--- src/rtl/io_port_arbiter_if.sv ---
// Request/response bundle between the bus masters, the I/O port arbiter and
// the physical pins. Per-requester fields are packed side by side, requester 0 in the LSBs.
interface io_port_arbiter_if #(
  parameter int NUM_REQ = 2,
  parameter int DATA_W  = 8
);
  logic [NUM_REQ-1:0]        req;
  logic [2*NUM_REQ-1:0]      op;
  logic [DATA_W*NUM_REQ-1:0] wdata;
  logic [DATA_W*NUM_REQ-1:0] wmask;
  logic [NUM_REQ-1:0]        ack;
  logic [DATA_W-1:0]         rdata;
  logic [DATA_W-1:0]         input_pins;
  logic [DATA_W-1:0]         output_pins;

  modport master (
    output req, op, wdata, wmask, input_pins,
    input  ack, rdata, output_pins
  );

  modport slave (
    input  req, op, wdata, wmask, input_pins,
    output ack, rdata, output_pins
  );
endinterface

--- src/rtl/io_port_arbiter.sv ---
// Round-robin arbiter that owns the top-level output pin register and serves
// read / masked write / bit-set / bit-clear requests from NUM_REQ masters.
// Optional macro IO_ARB_INPUT_SYNC_EN adds a 2-flop synchronizer on input_pins.
module io_port_arbiter #(
  parameter int                NUM_REQ   = 2,
  parameter int                DATA_W    = 8,
  parameter logic [DATA_W-1:0] RESET_VAL = '0
) (
  input logic              clk,
  input logic              n_rst,
  io_port_arbiter_if.slave bus
);

  localparam int IDX_W = (NUM_REQ > 1) ? $clog2(NUM_REQ) : 1;

  typedef enum logic [1:0] {
    S_IDLE   = 2'd0,
    S_ACCESS = 2'd1,
    S_DONE   = 2'd2
  } state_t;

  typedef enum logic [1:0] {
    OP_READ  = 2'd0,
    OP_WRITE = 2'd1,
    OP_SET   = 2'd2,
    OP_CLR   = 2'd3
  } op_t;

  state_t             state_q, state_d;
  logic [IDX_W-1:0]   grant_q, grant_d;
  logic [IDX_W-1:0]   rr_q, rr_d;
  op_t                op_q, op_d;
  logic [DATA_W-1:0]  wdata_q, wdata_d;
  logic [DATA_W-1:0]  wmask_q, wmask_d;
  logic [DATA_W-1:0]  out_q, out_d;
  logic [DATA_W-1:0]  rdata_q, rdata_d;
  logic [NUM_REQ-1:0] ack_q, ack_d;

  logic [1:0]         req_op    [NUM_REQ];
  logic [DATA_W-1:0]  req_wdata [NUM_REQ];
  logic [DATA_W-1:0]  req_wmask [NUM_REQ];

  logic               win_found;
  logic [IDX_W-1:0]   win_idx;
  logic [DATA_W-1:0]  pin_sample;
  logic [DATA_W-1:0]  new_out;

  for (genvar gi = 0; gi < NUM_REQ; gi++) begin : g_unpack
    assign req_op[gi]    = bus.op[2*gi +: 2];
    assign req_wdata[gi] = bus.wdata[DATA_W*gi +: DATA_W];
    assign req_wmask[gi] = bus.wmask[DATA_W*gi +: DATA_W];
  end

`ifdef IO_ARB_INPUT_SYNC_EN
  logic [DATA_W-1:0] sync1_q, sync2_q;

  always_ff @(posedge clk or negedge n_rst) begin
    if (!n_rst) begin
      sync1_q <= '0;
      sync2_q <= '0;
    end else begin
      sync1_q <= bus.input_pins;
      sync2_q <= sync1_q;
    end
  end

  assign pin_sample = sync2_q;
`else
  assign pin_sample = bus.input_pins;
`endif

  // Search starts one past the last grant so the previous winner goes last.
  always_comb begin
    logic [IDX_W-1:0] cand;
    win_found = 1'b0;
    win_idx   = '0;
    cand      = '0;
    for (int i = 1; i <= NUM_REQ; i++) begin
      cand = IDX_W'((int'(rr_q) + i) % NUM_REQ);
      if (!win_found && bus.req[cand]) begin
        win_found = 1'b1;
        win_idx   = cand;
      end
    end
  end

  always_comb begin
    new_out = out_q;
    case (op_q)
      OP_WRITE: new_out = (out_q & ~wmask_q) | (wdata_q & wmask_q);
      OP_SET:   new_out = out_q | wdata_q;
      OP_CLR:   new_out = out_q & ~wdata_q;
      default:  new_out = out_q;
    endcase
  end

  always_comb begin
    state_d = state_q;
    grant_d = grant_q;
    rr_d    = rr_q;
    op_d    = op_q;
    wdata_d = wdata_q;
    wmask_d = wmask_q;
    out_d   = out_q;
    rdata_d = rdata_q;
    ack_d   = '0;
    case (state_q)
      S_IDLE: begin
        if (win_found) begin
          grant_d = win_idx;
          op_d    = op_t'(req_op[win_idx]);
          wdata_d = req_wdata[win_idx];
          wmask_d = req_wmask[win_idx];
          state_d = S_ACCESS;
        end
      end
      S_ACCESS: begin
        if (op_q == OP_READ) begin
          rdata_d = pin_sample;
        end else begin
          out_d   = new_out;
          rdata_d = new_out;
        end
        // ack is registered so it lands in the DONE cycle alongside the new pins.
        ack_d[grant_q] = 1'b1;
        state_d        = S_DONE;
      end
      S_DONE: begin
        rr_d    = grant_q;
        state_d = S_IDLE;
      end
      default: state_d = S_IDLE;
    endcase
  end

  always_ff @(posedge clk or negedge n_rst) begin
    if (!n_rst) begin
      state_q <= S_IDLE;
      grant_q <= '0;
      rr_q    <= IDX_W'(NUM_REQ - 1);
      op_q    <= OP_READ;
      wdata_q <= '0;
      wmask_q <= '0;
      out_q   <= RESET_VAL;
      rdata_q <= '0;
      ack_q   <= '0;
    end else begin
      state_q <= state_d;
      grant_q <= grant_d;
      rr_q    <= rr_d;
      op_q    <= op_d;
      wdata_q <= wdata_d;
      wmask_q <= wmask_d;
      out_q   <= out_d;
      rdata_q <= rdata_d;
      ack_q   <= ack_d;
    end
  end

  assign bus.ack         = ack_q;
  assign bus.rdata       = rdata_q;
  assign bus.output_pins = out_q;

endmodule
--- src/flat_wrapper.sv ---
// flat-port wrapper written by rule: the top's interface ports become plain ports
module io_port_arbiter_flat 
#(
  parameter int                NUM_REQ   = 2,
  parameter int                DATA_W    = 8,
  parameter logic [DATA_W-1:0] RESET_VAL = '0
)
  (clk, n_rst, bus_req, bus_op, bus_wdata, bus_wmask, bus_input_pins, bus_ack, bus_rdata, bus_output_pins);
  io_port_arbiter_if #(.NUM_REQ(NUM_REQ), .DATA_W(DATA_W)) bus_i ();
  input logic clk;
  input logic n_rst;
  input wire logic [$bits(bus_i.req)-1:0] bus_req;
  input wire logic [$bits(bus_i.op)-1:0] bus_op;
  input wire logic [$bits(bus_i.wdata)-1:0] bus_wdata;
  input wire logic [$bits(bus_i.wmask)-1:0] bus_wmask;
  input wire logic [$bits(bus_i.input_pins)-1:0] bus_input_pins;
  output wire logic [$bits(bus_i.ack)-1:0] bus_ack;
  output wire logic [$bits(bus_i.rdata)-1:0] bus_rdata;
  output wire logic [$bits(bus_i.output_pins)-1:0] bus_output_pins;
  assign bus_i.req = bus_req;
  assign bus_i.op = bus_op;
  assign bus_i.wdata = bus_wdata;
  assign bus_i.wmask = bus_wmask;
  assign bus_i.input_pins = bus_input_pins;
  assign bus_ack = bus_i.ack;
  assign bus_rdata = bus_i.rdata;
  assign bus_output_pins = bus_i.output_pins;
  io_port_arbiter #(.NUM_REQ(NUM_REQ), .DATA_W(DATA_W), .RESET_VAL(RESET_VAL)) u_core (.clk(clk), .n_rst(n_rst), .bus(bus_i));
endmodule
--- config.mk ---
export PLATFORM = sky130hd
export DESIGN_NAME = io_port_arbiter_flat
export DESIGN_NICKNAME = d
export VERILOG_FILES = /design/src/rtl/io_port_arbiter_if.sv /design/src/rtl/io_port_arbiter.sv /design/src/flat_wrapper.sv
export SDC_FILE = /design/constraint.sdc
export NUM_CORES = 1
export LEC_CHECK = 0
export BUFFER_PORTS_ARGS = -buffer_cell sky130_fd_sc_hd__buf_4
export CAP_MARGIN = 40
export CORE_MARGIN = 2
export CORE_UTILIZATION = 25
export CTS_BUF_LIST = sky130_fd_sc_hd__clkbuf_16
export DETAILED_ROUTE_END_ITERATION = 6
export GPL_TIMING_DRIVEN = 0
export SLEW_MARGIN = 20
export SYNTH_ARGS = -nofsm -noshare
export SYNTH_HDL_FRONTEND = slang
export SYNTH_SLANG_ARGS = --single-unit
--- constraint.sdc ---
create_clock -name clk -period 2 [get_ports clk]
set_input_delay 0.4 -clock clk [delete_from_list [all_inputs] [get_ports clk]]
set_output_delay 0.4 -clock clk [all_outputs]
set_load 0.01 [all_outputs]
==> qor.yml, run 1 <==
synthAdderAreaFrac_pct: 0
fin_crit_ps: 1646
first_pass_iters: 4
cts_made_buffers: 5
final_util_pct: 33.68
ff2ff_path_depth: 5
ant_nets: 0
antenna_found_initial: 0
ys_seq_elements: 40
drv_slew: 0
die_area_sq_um: 9998
grt-busiest-layer: "met2"
yosys.area_share.xor_xnor_pct: 0
cts_sinks: 40
synth-seq-area-share_pct: 43.51
n_fill_cell: 951
yosys_warnings: 0
num_rows: 35
postSynth.asyncResetShare_pct: 100.0
die_x_um: 99.99
rrSetupSlack_ps: 350
clk-insertion-delay-late_ps: 290
synthMuxAreaShare_pct: 24.44
syn_inst: 210
worst_slew_pin_slew_ps: 558.2
peakVddDrop_mv: 0.4810
setup_tns_ps: 0
vias_per_cell: 4.701
cts_max_level: 2
finalHoldViolations: 0
routabilityCongestion: 0.7854
synth-edff-count: 0
cts.hold.buffers_added: 0
worst_r2r_endpoint: "u_core.bus.output_pins[3]$_DFFE_PN0P_"
start_util_pct: 25.29
leakage_nw: 1.421
cts_root_buf: "clkbuf_16"
drive_above_1_share_pct: 44.88
placed_area_sq_um: 2930
clock_tree.buffer_depth: 2
cp_max_fo: 10
fmax_mhz: 607.5
final_nets: 330
use_met2_pct: 19.96
die_h_um: 99.99
post_cts_buffers: 0
hold_path.class: "input pin to async pin"
drv_cap: 0
avgSynthCellArea_sq_um: 10.97
drc: 0
io_buffers: 65
synthTopCellsByArea: "dfrtp_1, mux2_2, mux2_4"
first_iter_violations: 97
clkTransAtPathRegs_ps: 60
ys.flop_type: "dfrtp_1"
endpoint_kind: "flop"
gr-total-overflow: 0
io_pins: 66
regToRegStartpoint: "u_core.state_q[1]$_DFFE_PN0P_"
power.density_nw_per_um2: 1545
crit_required_ps: 2140
post_cts_resized: 0
areaGrowthSynthToFinish_pct: 33.19
finalSetupViolations: 0
dr_total_vias: 1852
cp-startpoint: "u_core.state_q[1]$_DFFE_PN0P_"
worstSetupPathType: "flop to flop"
use_met3_pct: 3.273
period_share_pct: 82.30
grt_use_met1_pct: 18.47
arrival_ps: 1790
ys_types: 28
synth_nets: 258
diodes: 0
routed_wl_mm: 6.165
rsz0062_at_grt: "no"
syn_area_sq_um: 2303
start_kind: "flop"
dp_hpwl_mm: 4.310
grt_pass1_vias: 1888
slew_headroom_pct: 62.63
yosysTopAreaCell: "dfrtp_1"
design_area_sq_um: 3068
synth_top_area_share_pct: 42.37
core_sq_um: 9109
grt.total_usage_pct: 13.15
finClkSkew_ps: 8.454
synth_compound_area_share_pct: 14.18
synth_top_family_by_area: "multiplexers"
outcome: "complete, no violations"
synth-simple-area-share_pct: 13.91
cts_tree: "yes"
cp-endpoint: "u_core.bus.output_pins[3]$_DFFE_PN0P_"
grt_max_degree: 41
grt_pass1_wl_mm: 10.03
wl_per_cell_um: 15.65
[registers in the layout, summed over array words and instances (netlist names)]
name and flops:
u_core.rr_q 1, u_core.bus.ack 2, u_core.grant_q 1, u_core.state_q 2, u_core.bus.rdata 8, u_core.op_q 2, u_core.wdata_q 8, u_core.bus.output_pins 8
u_core.wmask_q 8
[synth_stat cells, types with 2 or more instances]
cell / count
nor2b_1: 16
a31oi_1: 8
nand3_1: 8
clkbuf_1: 4
inv_1: 2
buf_2: 6
nor2_1: 3
a21oi_1: 8
mux2_4: 18
dfrtp_1: 39
mux2_2: 26
a21o_1: 8
nand2_1: 17
o21ai_0: 18
a22oi_1: 8
nand2b_1: 9
[stage by stage]
stage                     std cells  setup WS [ps]  total power [W]  hold slack (ps)
final                           394          354.0         0.004740            79.00
after floorplan                 210          504.0         0.003164            104.4
after global placement          386          289.7         0.003933            408.1
after detailed placement        386          283.3         0.003996            413.6
after global routing            394          235.4         0.005098            126.3
after CTS                       394          339.8         0.004787            116.5
[layout by cell type, fill, tap and decap left out]
master     Yosys  routed
o31ai_1        1       1
and2_1         1       1
clkbuf_1       4       4
nor2b_1       16      16
buf_6          1       1
a21boi_2       1       1
clkinv_2       0       1
mux2_2        26      26
a31oi_1        8       8
inv_2          1       1
a22oi_1        8       8
nor4bb_1       1       1
nor2_1         3       3
nand2b_1       9       9
dfstp_2        1       1
a21oi_1        8       8
clkbuf_16      0       5
buf_2          6       6
a21o_1         8       8
inv_1          2       4
buf_1          1       1
buf_4          0      65
nand2_1       17      17
nand3_1        8       8
and3b_1        1       1
mux2_4        18      18
o21ai_0       18      18
buf_12         1       1
nor4b_4        1       1
dfrtp_1       39      39
o21a_1         1       1
[metal layers]
layer  routed length [um]  vias to the layer above
li1                     -                      896
met1                 2874                      898
met2                 2852                       50
met3                  360                        8
met4                   78                        0
met5                    0                        -
[critical path: stages, from the launching register on]
cell and delay [ps]:
dfrtp_1 450, nand2b_1 200, inv_2 190, and2_1 150, clkbuf_1 370, a21oi_1 140
[area by class of cell]
class	count	area (sq um)	share of cell area, %
Inverter	3	11.26	0.3670
Timing Repair Buffer	65	488.0	15.91
Sequential cell	40	1002	32.67
Clock buffer	5	125.1	4.078
Clock inverter	3	12.51	0.4078
Multi-Input combinational cell	154	1210	39.44
Buffer	13	80.08	2.610
Tap cell	111	138.9	4.527
[worst min path at each step]
stage                               start                     endpoint  depth (start not counted)
2_1_floorplan                       n_rst  u_core.bus.ack[0]$_DFF_PN0_                          0
3_3_place_gp   u_core.grant_q$_DFFE_PN0P_  u_core.bus.ack[0]$_DFF_PN0_                          1
3_5_place_dp   u_core.grant_q$_DFFE_PN0P_  u_core.bus.ack[0]$_DFF_PN0_                          1
4_1_cts                             n_rst  u_core.bus.ack[1]$_DFF_PN0_                          1
5_1_grt                             n_rst  u_core.bus.ack[1]$_DFF_PN0_                          1
6_report                            n_rst  u_core.bus.ack[1]$_DFF_PN0_                          1
[report_power, final]
part | total [W] | switching, W | internal, W
sequential | 0.00166 | 0.000432 | 0.00123
clock | 0.000772 | 0.000321 | 0.000451
combinational | 0.00231 | 0.00107 | 0.00124
[cells by family after synthesis]
| group | count (synthesis) |
|---|---|
| and+or+nand+nor | 57 |
| muxes | 44 |
| AOI/OAI and AO/OA | 53 |
| buffers and inverters | 16 |
| DFF | 40 |
No activity file was read; power rests on OpenSTA's default activity.
==> run 2, diff against run 1 <==
--- a/config.mk
+++ b/config.mk
@@ -5,6 +5,7 @@
 export SDC_FILE = /design/constraint.sdc
 export NUM_CORES = 1
 export LEC_CHECK = 0
+export ABC_AREA = 1
 export BUFFER_PORTS_ARGS = -buffer_cell sky130_fd_sc_hd__buf_4
 export CAP_MARGIN = 40
 export CORE_MARGIN = 2
==> constraint.sdc (replaced) <==
create_clock -name clk -period 1.4 [get_ports clk]
set_input_delay 0.28 -clock clk [delete_from_list [all_inputs] [get_ports clk]]
set_output_delay 0.28 -clock clk [all_outputs]
set_load 0.01 [all_outputs]
==> run 2 against run 1 <==
  * Cell count rose by 36%
  * Power rose by 38%
  * Utilization rose by 1.4 points
  * Sequential power rose by 26%
  * Clock skew shrank 1.1 ps
  * Critical endpoint is now u_core.wmask_q[2]$_DFFE_PN0P_
  * Sequential cell count unchanged
  * Critical path depth increased by 1
  * Worst setup slack got worse by 240 ps
  * Sequential share of layout area down 2.0 points
  * Via count grew 20%
==> qor.yml, run 2 <==
outcome: "complete, no violations"
diodes: 0
drc: 0
endpoint_kind: "flop"
synth_compound_area_share_pct: 5.719
peakVddDrop_mv: 0.6772
cts_made_buffers: 5
die_x_um: 102.6
slew_headroom_pct: 64.91
clock_tree.buffer_depth: 2
grt_pass1_vias: 2217
die_h_um: 102.6
finClkSkew_ps: 7.330
fin_crit_ps: 1290
finalSetupViolations: 0
cpPeakStageDelay_ps: 560
cts_root_buf: "clkbuf_16"
gr-total-overflow: 0
postSynth.asyncResetShare_pct: 100.0
routed_wl_mm: 6.202
drv_slew: 0
grt.total_usage_pct: 12.37
antenna_found_initial: 0
ant_nets: 0
cts_sinks: 40
clkTransAtPathRegs_ps: 60
synth_most_common_cell: "nand2_1"
yosys.area_share.xor_xnor_pct: 0
power.density_nw_per_um2: 1995
clk-insertion-delay-late_ps: 280
final_nets: 455
cp_max_fo: 10
die_area_sq_um: 10520
synth_top_family_by_area: "simple AND/OR/NAND/NOR gates"
yosysTopAreaCell: "dfrtp_1"
worst_path_max_delay_cell: "dfstp_2"
wl_per_cell_um: 11.55
core_sq_um: 9328
layoutNonFillerInstCount: 537
synth-seq-area-share_pct: 41.27
drive_above_1_share_pct: 30.64
drv_cap: 0
synthTopCellsByArea: "dfrtp_1, nand2_1, inv_1"
grt_pass1_wl_mm: 10.16
start_kind: "flop"
ys_types: 24
seq_area_sq_um: 1002
synth_nets: 380
leakage_nw: 1.865
synth-edff-count: 0
worst_slew_pin_slew_ps: 526.4
areaGrowthSynthToFinish_pct: 34.72
avgSynthCellArea_sq_um: 7.315
syn_inst: 332
grt_max_degree: 41
finalHoldViolations: 0
io_pins: 66
dp_hpwl_mm: 4.787
routabilityCongestion: 0.8460
ys.flop_type: "dfrtp_1"
rsz0062_at_grt: "no"
yosys_warnings: 0
first_pass_iters: 4
worstSetupPathType: "flop to flop"
synthAdderAreaFrac_pct: 0
arrival_ps: 1460
ys_seq_elements: 40
multi_input_area_sq_um: 1066
cp_common_cell: "nand2_4"
setup_tns_ps: 0
first_iter_violations: 91
synth_common_cells: "nand2_1, inv_1, nand3_1"
io_buffers: 65
crit_required_ps: 1570
synth-simple-area-share_pct: 37.97
crit_chain: "nand2_4, nand2_4, buf_4, nand2_1, nand3_1, o21ai_1"
cts_max_level: 2
synthMuxAreaShare_pct: 0
vias_per_cell: 4.142
hold_path.class: "input pin to flop"
period_share_pct: 92.11
cts_tree: "yes"
dr_total_vias: 2224
mostFrequentLayoutCell: "nand2_1"
synth_top_area_share_pct: 40.19
start_util_pct: 26.04
placedCellCount: 526
num_rows: 35
syn_area_sq_um: 2429
mostFrequentLayoutCells: "nand2_1, buf_4, inv_1"
fmax_mhz: 775.5
n_fill_cell: 1003
[run 2: timing repair]
action | CTS | global route
endpoints found under the hold margin | 16 | 0
endpoints found under the setup margin | 0 | 15
setup buffers | 0 | 2
hold buffers | 1 | 0
resized for setup | 0 | 1
[run 2: worst paths after layout]
check | start | endpoint | slack [ps] | cells after the start
setup / recovery | u_core.rr_q$_DFFE_PN1N_ | u_core.wmask_q[2]$_DFFE_PN0P_ | 110 | 6
hold / removal | bus_op[0] | u_core.op_q[0]$_DFFE_PN0P_ | 310 | 5
setup reg to reg | u_core.rr_q$_DFFE_PN1N_ | u_core.wmask_q[2]$_DFFE_PN0P_ | 110 | 6
hold reg to reg | u_core.grant_q$_DFFE_PN0P_ | u_core.bus.ack[0]$_DFF_PN0_ | 500 | 1
max in group asynchronous | n_rst | u_core.rr_q$_DFFE_PN1N_ | 500 | 2
min in group asynchronous | n_rst | u_core.wmask_q[4]$_DFFE_PN0P_ | 520 | 2
[run 2: cells by family after synthesis]
family                 Yosys count
buffers and inverters           84
and+or+nand+nor                188
DFF                             40
AOI/OAI and AO/OA               20
[run 2: worst max-delay path: cells and delay by family, from the launching register on]
family,cells,cell delay (ps)
AO/OA/AOI/OAI,1,70
AND/OR/NAND/NOR,4,360
buffers and inverters,1,180
flip-flops,1,560
[run 2: layout make-up]
class	instances	area share [%]
multi-input combinational	208	32.58
sequential	40	30.63
timing repair buffer	68	15.68
inverter	74	8.566
tap	129	4.933
clock buffer	5	3.824
buffer	10	2.600
clock inverter	3	1.185
[run 2: power breakdown]
part / total, W / internal (W) / switching (W)
Combinational: 0.00317 / 0.00129 / 0.00189
Sequential: 0.00209 / 0.00169 / 0.000393
Clock: 0.00127 / 0.000830 / 0.000436
[run 2: routing by layer]
layer / share of wire (%) / track usage, % / vias up
li1: - / - / 1148
met2: 52 / 22.72 / 46
met1: 41 / 14.27 / 1026
met5: 0 / 0 / -
met4: 0.74 / 2.256 / 0
met3: 6.2 / 3.797 / 4
[run 2: through the flow]
stage | utilization (%) | setup WS [ps] | hold slack (ps) | cell area [sq um] | power [W]
2_1_floorplan | - | 223.2 | -15.59 | 2429 | 0.004269
3_3_place_gp | 33.00 | 16.81 | 290.9 | 3078 | 0.005253
3_5_place_dp | 33.00 | 9.195 | 299.2 | 3078 | 0.005306
4_1_cts | 34.86 | 4.998 | 307.7 | 3252 | 0.006618
5_1_grt | 35.08 | 5.331 | 333.9 | 3272 | 0.007121
6_report | 35.08 | 110.5 | 310.0 | 3272 | 0.006526
